==> src/rtl/bit_count_batcher.sv <==
// Batch feeder for the bit-counting datapath: buffers host bytes, drives them one
// by one over the start/done handshake, and keeps per-entry popcounts plus a total.
module bit_count_batcher #(
  parameter int DEPTH = 8,
  parameter int AW    = $clog2(DEPTH),
  parameter int TW    = $clog2(DEPTH*8+1)
) (
  input  logic          clk,
  input  logic          reset,
  input  logic          wr_en,
  input  logic [7:0]    wr_data,
  input  logic          go,
  input  logic [AW-1:0] rd_addr,
  output logic [3:0]    rd_result,
  output logic [AW:0]   count,
  output logic          overflow,
  output logic          busy,
  output logic          batch_done,
  output logic [TW-1:0] total,
  output logic [7:0]    bc_in,
  output logic          bc_start,
  input  logic [3:0]    bc_result,
  input  logic          bc_done
);

  typedef enum logic [2:0] {
    IDLE    = 3'd0,
    SETUP   = 3'd1,
    RUN     = 3'd2,
    RELEASE = 3'd3,
    FINISH  = 3'd4
  } state_t;

  localparam logic [AW:0] FULL_CNT = (AW+1)'(DEPTH);
  localparam logic [AW:0] ONE_CNT  = {{AW{1'b0}}, 1'b1};

  state_t        state_q, state_d;
  logic [AW-1:0] idx_q, idx_d;
  logic [AW:0]   count_q, count_d;
  logic          overflow_q, overflow_d;
  logic          batch_done_q, batch_done_d;
  logic [TW-1:0] total_q, total_d;
  logic [7:0]    bc_in_q, bc_in_d;
  logic          bc_start_q, bc_start_d;
  logic [7:0]    buf_q    [DEPTH];
  logic [7:0]    buf_d    [DEPTH];
  logic [3:0]    result_q [DEPTH];
  logic [3:0]    result_d [DEPTH];
  logic [AW-1:0] idx_nxt_s;
  logic          last_s;

  assign idx_nxt_s = idx_q + {{(AW-1){1'b0}}, 1'b1};
  assign last_s    = ({1'b0, idx_q} == (count_q - ONE_CNT));

  // Next-state and datapath updates for the batch sequencer.
  always_comb begin
    state_d      = state_q;
    idx_d        = idx_q;
    count_d      = count_q;
    overflow_d   = overflow_q;
    batch_done_d = 1'b0;
    total_d      = total_q;
    bc_in_d      = bc_in_q;
    bc_start_d   = 1'b0;
    buf_d        = buf_q;
    result_d     = result_q;
    case (state_q)
      IDLE: begin
        if (go) begin
          overflow_d = 1'b0;
          total_d    = {TW{1'b0}};
          if (count_q != {(AW+1){1'b0}}) begin
            idx_d   = {AW{1'b0}};
            bc_in_d = buf_q[0];
            for (int i = 0; i < DEPTH; i++) begin
              result_d[i] = 4'd0;
            end
            state_d = SETUP;
          end else begin
            batch_done_d = 1'b1;
            state_d      = FINISH;
          end
        end else if (wr_en) begin
          if (count_q == FULL_CNT) begin
            overflow_d = 1'b1;
          end else begin
            buf_d[count_q[AW-1:0]] = wr_data;
            count_d                = count_q + ONE_CNT;
          end
        end else begin
          state_d = IDLE;
        end
      end
      SETUP: begin
        // Operand has been stable for this whole cycle; start goes up next edge.
        bc_start_d = 1'b1;
        state_d    = RUN;
      end
      RUN: begin
        if (bc_done) begin
          result_d[idx_q] = bc_result;
          total_d         = total_q + {{(TW-4){1'b0}}, bc_result};
          bc_start_d      = 1'b0;
          state_d         = RELEASE;
        end else begin
          bc_start_d = 1'b1;
        end
      end
      RELEASE: begin
        if (!bc_done) begin
          if (last_s) begin
            batch_done_d = 1'b1;
            state_d      = FINISH;
          end else begin
            idx_d   = idx_nxt_s;
            bc_in_d = buf_q[idx_nxt_s];
            state_d = SETUP;
          end
        end else begin
          state_d = RELEASE;
        end
      end
      FINISH: begin
        count_d = {(AW+1){1'b0}};
        state_d = IDLE;
      end
      default: begin
        state_d = IDLE;
      end
    endcase
  end

  // State and output registers with synchronous clear.
  always_ff @(posedge clk) begin
    if (reset) begin
      state_q      <= IDLE;
      idx_q        <= {AW{1'b0}};
      count_q      <= {(AW+1){1'b0}};
      overflow_q   <= 1'b0;
      batch_done_q <= 1'b0;
      total_q      <= {TW{1'b0}};
      bc_in_q      <= 8'h00;
      bc_start_q   <= 1'b0;
      for (int i = 0; i < DEPTH; i++) begin
        buf_q[i]    <= 8'h00;
        result_q[i] <= 4'd0;
      end
    end else begin
      state_q      <= state_d;
      idx_q        <= idx_d;
      count_q      <= count_d;
      overflow_q   <= overflow_d;
      batch_done_q <= batch_done_d;
      total_q      <= total_d;
      bc_in_q      <= bc_in_d;
      bc_start_q   <= bc_start_d;
      for (int i = 0; i < DEPTH; i++) begin
        buf_q[i]    <= buf_d[i];
        result_q[i] <= result_d[i];
      end
    end
  end

  assign rd_result  = result_q[rd_addr];
  assign count      = count_q;
  assign overflow   = overflow_q;
  assign busy       = (state_q != IDLE);
  assign batch_done = batch_done_q;
  assign total      = total_q;
  assign bc_in      = bc_in_q;
  assign bc_start   = bc_start_q;

endmodule
==> config.mk <==
export PLATFORM = sky130hd
export DESIGN_NAME = bit_count_batcher
export DESIGN_NICKNAME = d
export VERILOG_FILES = /design/src/rtl/bit_count_batcher.sv
export SDC_FILE = /design/constraint.sdc
export NUM_CORES = 1
export LEC_CHECK = 0
export ABC_AREA = 1
export CAP_MARGIN = 25
export CORE_MARGIN = 2
export CORE_UTILIZATION = 30
export DETAILED_ROUTE_END_ITERATION = 12
export GPL_ROUTABILITY_DRIVEN = 0
export GPL_TIMING_DRIVEN = 0
export PLACE_DENSITY = 0.52
export SETUP_SLACK_MARGIN = 0.1
export SLEW_MARGIN = 20
export SYNTH_ARGS = -nofsm -noshare
export SYNTH_HDL_FRONTEND = slang
export SYNTH_SLANG_ARGS = --single-unit
==> constraint.sdc <==
create_clock -name clk -period 2.7 [get_ports clk]
set_input_delay 0.675 -clock clk [delete_from_list [all_inputs] [get_ports clk]]
set_output_delay 0.675 -clock clk [all_outputs]
set_load 0.01 [all_outputs]
==> impl_metrics.prom <==
# TYPE chip_impl_metric gauge
chip_impl_info{name="status",value="finished clean"} 1
chip_impl_metric{name="areaGrowthSynthToFinish",unit="%"} 24.5
chip_impl_metric{name="drc_errors",unit=""} 0
chip_impl_info{name="tritoncts",value="yes"} 1
chip_impl_metric{name="worst_vdd_ir",unit="V"} 0.000477
chip_impl_info{name="worst_setup_path_start_kind",value="primary input"} 1
chip_impl_metric{name="slew_at_the_pin_closest_to_its_max_slew_limit",unit="ns"} 0.760
chip_impl_metric{name="maxCapViolCount",unit=""} 0
chip_impl_metric{name="final_core_utilization",unit=""} 0.382
chip_impl_metric{name="fp.dieW",unit="um"} 145
chip_impl_metric{name="reg2reg_depth",unit=""} 10
chip_impl_metric{name="yosysWarningCount",unit=""} 0
chip_impl_metric{name="clk_pin_slew",unit="ns"} 0.06
chip_impl_metric{name="layout.nets",unit=""} 993
chip_impl_info{name="hold_path_class",value="flip-flop to flip-flop"} 1
chip_impl_metric{name="io_buffers",unit=""} 44
chip_impl_info{name="final_common_cell",value="sky130_fd_sc_hd__nand2_1"} 1
chip_impl_metric{name="critPathMaxStageDelay",unit="ns"} 0.29
chip_impl_metric{name="ys_ff_latch",unit=""} 124
chip_impl_metric{name="floorplan.initialDensity",unit=""} 0.307
chip_impl_info{name="min_to",value="buf_q[32]"} 1
chip_impl_metric{name="post-route-period-util",unit=""} 0.923
chip_impl_metric{name="crit_arrival",unit="ns"} 1.82
chip_impl_metric{name="grt-ovfl-total",unit=""} 0
chip_impl_metric{name="clock_skew",unit="ns"} 0.00917
chip_impl_info{name="setup.worst_path.class",value="primary input to output port"} 1
chip_impl_metric{name="setup_violations",unit=""} 0
chip_impl_metric{name="routed_wire_length_per_instance",unit="um"} 15.0
chip_impl_metric{name="cellInternalPower",unit="mW"} 3.94
chip_impl_metric{name="total_count_of_hold_check_failures_in_the_final_report",unit=""} 0
chip_impl_metric{name="critPathRequiredTime",unit="ns"} 2.03
chip_impl_info{name="worstSetupEndpointType",value="output port"} 1
chip_impl_metric{name="grt_antenna_before_repair",unit=""} 0
chip_impl_info{name="cts.root.buffer_cell",value="sky130_fd_sc_hd__clkbuf_16"} 1
chip_impl_metric{name="grt_first_pass_wirelength",unit="um"} 30400
chip_impl_metric{name="timing.hold.ws",unit="ns"} 0.451
chip_impl_metric{name="dp_hpwl",unit="um"} 13300
chip_impl_info{name="mostFrequentLayoutCells",value="sky130_fd_sc_hd__nand2_1 (232), sky130_fd_sc_hd__dfxtp_1 (124), sky130_fd_sc_hd__a21oi_1 (122)"} 1
chip_impl_metric{name="synth_fp_nets",unit=""} 929
chip_impl_metric{name="synth.cell_area",unit="mm^2"} 0.00597
chip_impl_metric{name="comb_power_share",unit=""} 0.217
chip_impl_metric{name="post_cts_hold_buffer_count",unit=""} 0
chip_impl_metric{name="avgSynthCellArea",unit="um^2"} 6.63
chip_impl_metric{name="vias_per_cell",unit=""} 4.73
chip_impl_metric{name="antenna_left",unit=""} 0
chip_impl_metric{name="proportion_of_synthesized_chip_area_in_sequential_cells",unit=""} 0.416
chip_impl_metric{name="ios",unit=""} 47
chip_impl_info{name="critical_path.reg2reg.startpoint",value="count[0]"} 1
chip_impl_metric{name="grt_max_degree",unit=""} 17
chip_impl_metric{name="dpl_worst_slack",unit="ns"} -0.622
chip_impl_metric{name="post_synth_num_cell_types",unit=""} 29
chip_impl_metric{name="synthesis.instances",unit=""} 900
chip_impl_metric{name="cp_max_fo",unit=""} 7
chip_impl_metric{name="reg2reg_slack",unit="ns"} 0.45
chip_impl_metric{name="clock_tree.htree_level_count",unit=""} 4
chip_impl_metric{name="numCtsBuffers",unit=""} 17
chip_impl_metric{name="total_leakage_power",unit="nW"} 2.94
chip_impl_metric{name="first_iter_violations",unit=""} 428
chip_impl_metric{name="antennaDiodeCount",unit=""} 0
chip_impl_info{name="path_cells",value="buf_2 -> clkbuf_8 -> buf_4 -> o32ai_2 -> nand2_1 -> nand2_1 -> dlygate4sd2_1"} 1
chip_impl_metric{name="drt_wl_total",unit="um"} 18600
chip_impl_metric{name="number_of_global_route_vias_before_repair",unit=""} 5594
chip_impl_metric{name="placeableCoreArea",unit="mm^2"} 0.0195
chip_impl_metric{name="die-height",unit="um"} 145
chip_impl_metric{name="period_needed",unit="ns"} 2.49
chip_impl_metric{name="hold-path-cell-count",unit=""} 2
chip_impl_metric{name="power_switching_share",unit=""} 0.307
chip_impl_info{name="critical_path.reg2reg.endpoint",value="buf_q[61]"} 1
chip_impl_metric{name="share_of_power_burned_in_registers",unit=""} 0.347
chip_impl_metric{name="final-max-slew-violation-count",unit=""} 0
chip_impl_metric{name="worst_skew_pair.late_latency",unit="ns"} 0.42
chip_impl_metric{name="vias",unit=""} 5877
chip_impl_metric{name="power_switching",unit="mW"} 1.74
chip_impl_info{name="grt_setup_unrepaired",value="no"} 1
chip_impl_metric{name="total_iterations_of_the_first_detailed_routing_run",unit=""} 7
chip_impl_info{name="min_from",value="buf_q[32]"} 1
chip_impl_info{name="cp_slowest_cell",value="sky130_fd_sc_hd__o32ai_2"} 1
chip_impl_metric{name="relative_slew_slack",unit=""} 0.492
chip_impl_metric{name="cts_max_path_buffers",unit=""} 2
chip_impl_metric{name="power.density",unit="mW/mm^2"} 765
chip_impl_metric{name="grt.total_usage",unit=""} 0.184
chip_impl_metric{name="layout-drive-gt1-share",unit=""} 0.0727
chip_impl_metric{name="numClockSinks",unit=""} 124
chip_impl_metric{name="dieArea",unit="mm^2"} 0.0210
chip_impl_info{name="cpMostUsedCell",value="sky130_fd_sc_hd__nand2_1"} 1
chip_impl_metric{name="fin_ws",unit="ns"} 0.208
chip_impl_metric{name="rows",unit=""} 51
chip_impl_metric{name="clockPowerShare",unit=""} 0.436
chip_impl_metric{name="fmax",unit="MHz"} 401
kinds of logic (layout without fill, tap and decap cells):
logic type,Yosys count,after routing,synth area share
AO/OA/AOI/OAI,224,224,0.195
adder cells (fa/ha/maj),9,9,0.0201
buffers and inverters,135,212,0.0897
AND/OR/NAND/NOR,408,408,0.279
flip-flops,124,124,0.416
cell type report:
class / instances / area [um^2]
well taps: 265 / 332
plain buffers: 43 / 218
fillers: 2115 / 12000
clock inverters: 10 / 163
multi-input cells: 641 / 2980
inverters: 92 / 348
repair buffers: 45 / 438
flip-flops and latches: 124 / 2480
clock buffers: 22 / 474
repair_timing:
item / CTS / global route
resized for setup: 23 / 5
endpoints found under the setup margin: 4 / 2
setup buffers: 1 / 0
worst max path at each step:
stage / startpoint / endpoint / slack (ns) / depth (start not counted)
CTS: rd_addr[0] / rd_result[3] / 0.002 / 8
global route: rd_addr[1] / rd_result[1] / 0.12 / 7
floorplan: rd_addr[0] / rd_result[1] / 0.33 / 7
finish: rd_addr[1] / rd_result[1] / 0.21 / 7
detailed placement: rd_addr[1] / rd_result[3] / -0.62 / 7
global placement: rd_addr[1] / rd_result[1] / -0.63 / 7
critical path, delay by kind of cell:
family | cells | cell delay, ns
AOI/OAI and AO/OA | 1 | 0.29
buffers and inverters | 4 | 0.72
and+or+nand+nor | 2 | 0.14
cell usage after synthesis, drive strengths merged:
library cell,n,area [um^2]
o21bai,1,7.51
ha,8,100
nand4,2,12.5
nand2,240,921
or2,1,6.26
fa,1,20.0
clkbuf,26,97.6
a31oi,3,18.8
dfxtp,124,2480
inv,92,345
a21boi,1,7.51
nor2,101,389
buf,17,92.6
a21oi,122,611
nor3,10,61.3
o21ai,87,435
o32ai,8,70.1
nand3,54,275
o21a,2,15.0
power groups by stage:
stage	sequential [mW]	combinational (mW)	clock, mW
detailed placement	2.01	1.22	0
floorplan	2.01	0.777	0
global route	1.98	1.40	2.61
finish	1.97	1.23	2.48
global placement	2.01	1.22	0
CTS	1.97	1.24	2.51
per-layer routing:
layer	up-vias	track usage	share of wire
li1	3050	-	-
met1	2673	0.243	0.48
met2	129	0.299	0.46
met3	25	0.0428	0.043
met4	0	0.0540	0.018
met5	-	0	0
registers in the layout (all words and copies together), names as in the netlist:
| register | count |
|---|---|
| state_q | 3 |
| total | 7 |
| result_q | 32 |
| bc_start | 1 |
| count | 4 |
| idx_q | 3 |
| overflow | 1 |
| buf_q | 64 |
| batch_done | 1 |
| bc_in | 8 |
stage by stage:
stage | TNS (ns) | power [mW] | cell area (um^2) | cells
floorplan | 0 | 2.79 | 5970 | 900
global placement | -2.48 | 3.23 | 6740 | 1209
detailed placement | -2.46 | 3.23 | 6740 | 1209
CTS | 0 | 5.72 | 7430 | 1242
global route | 0 | 5.99 | 7430 | 1242
finish | 0 | 5.68 | 7430 | 1242
Note: power is estimated with default switching activity, not from simulation.
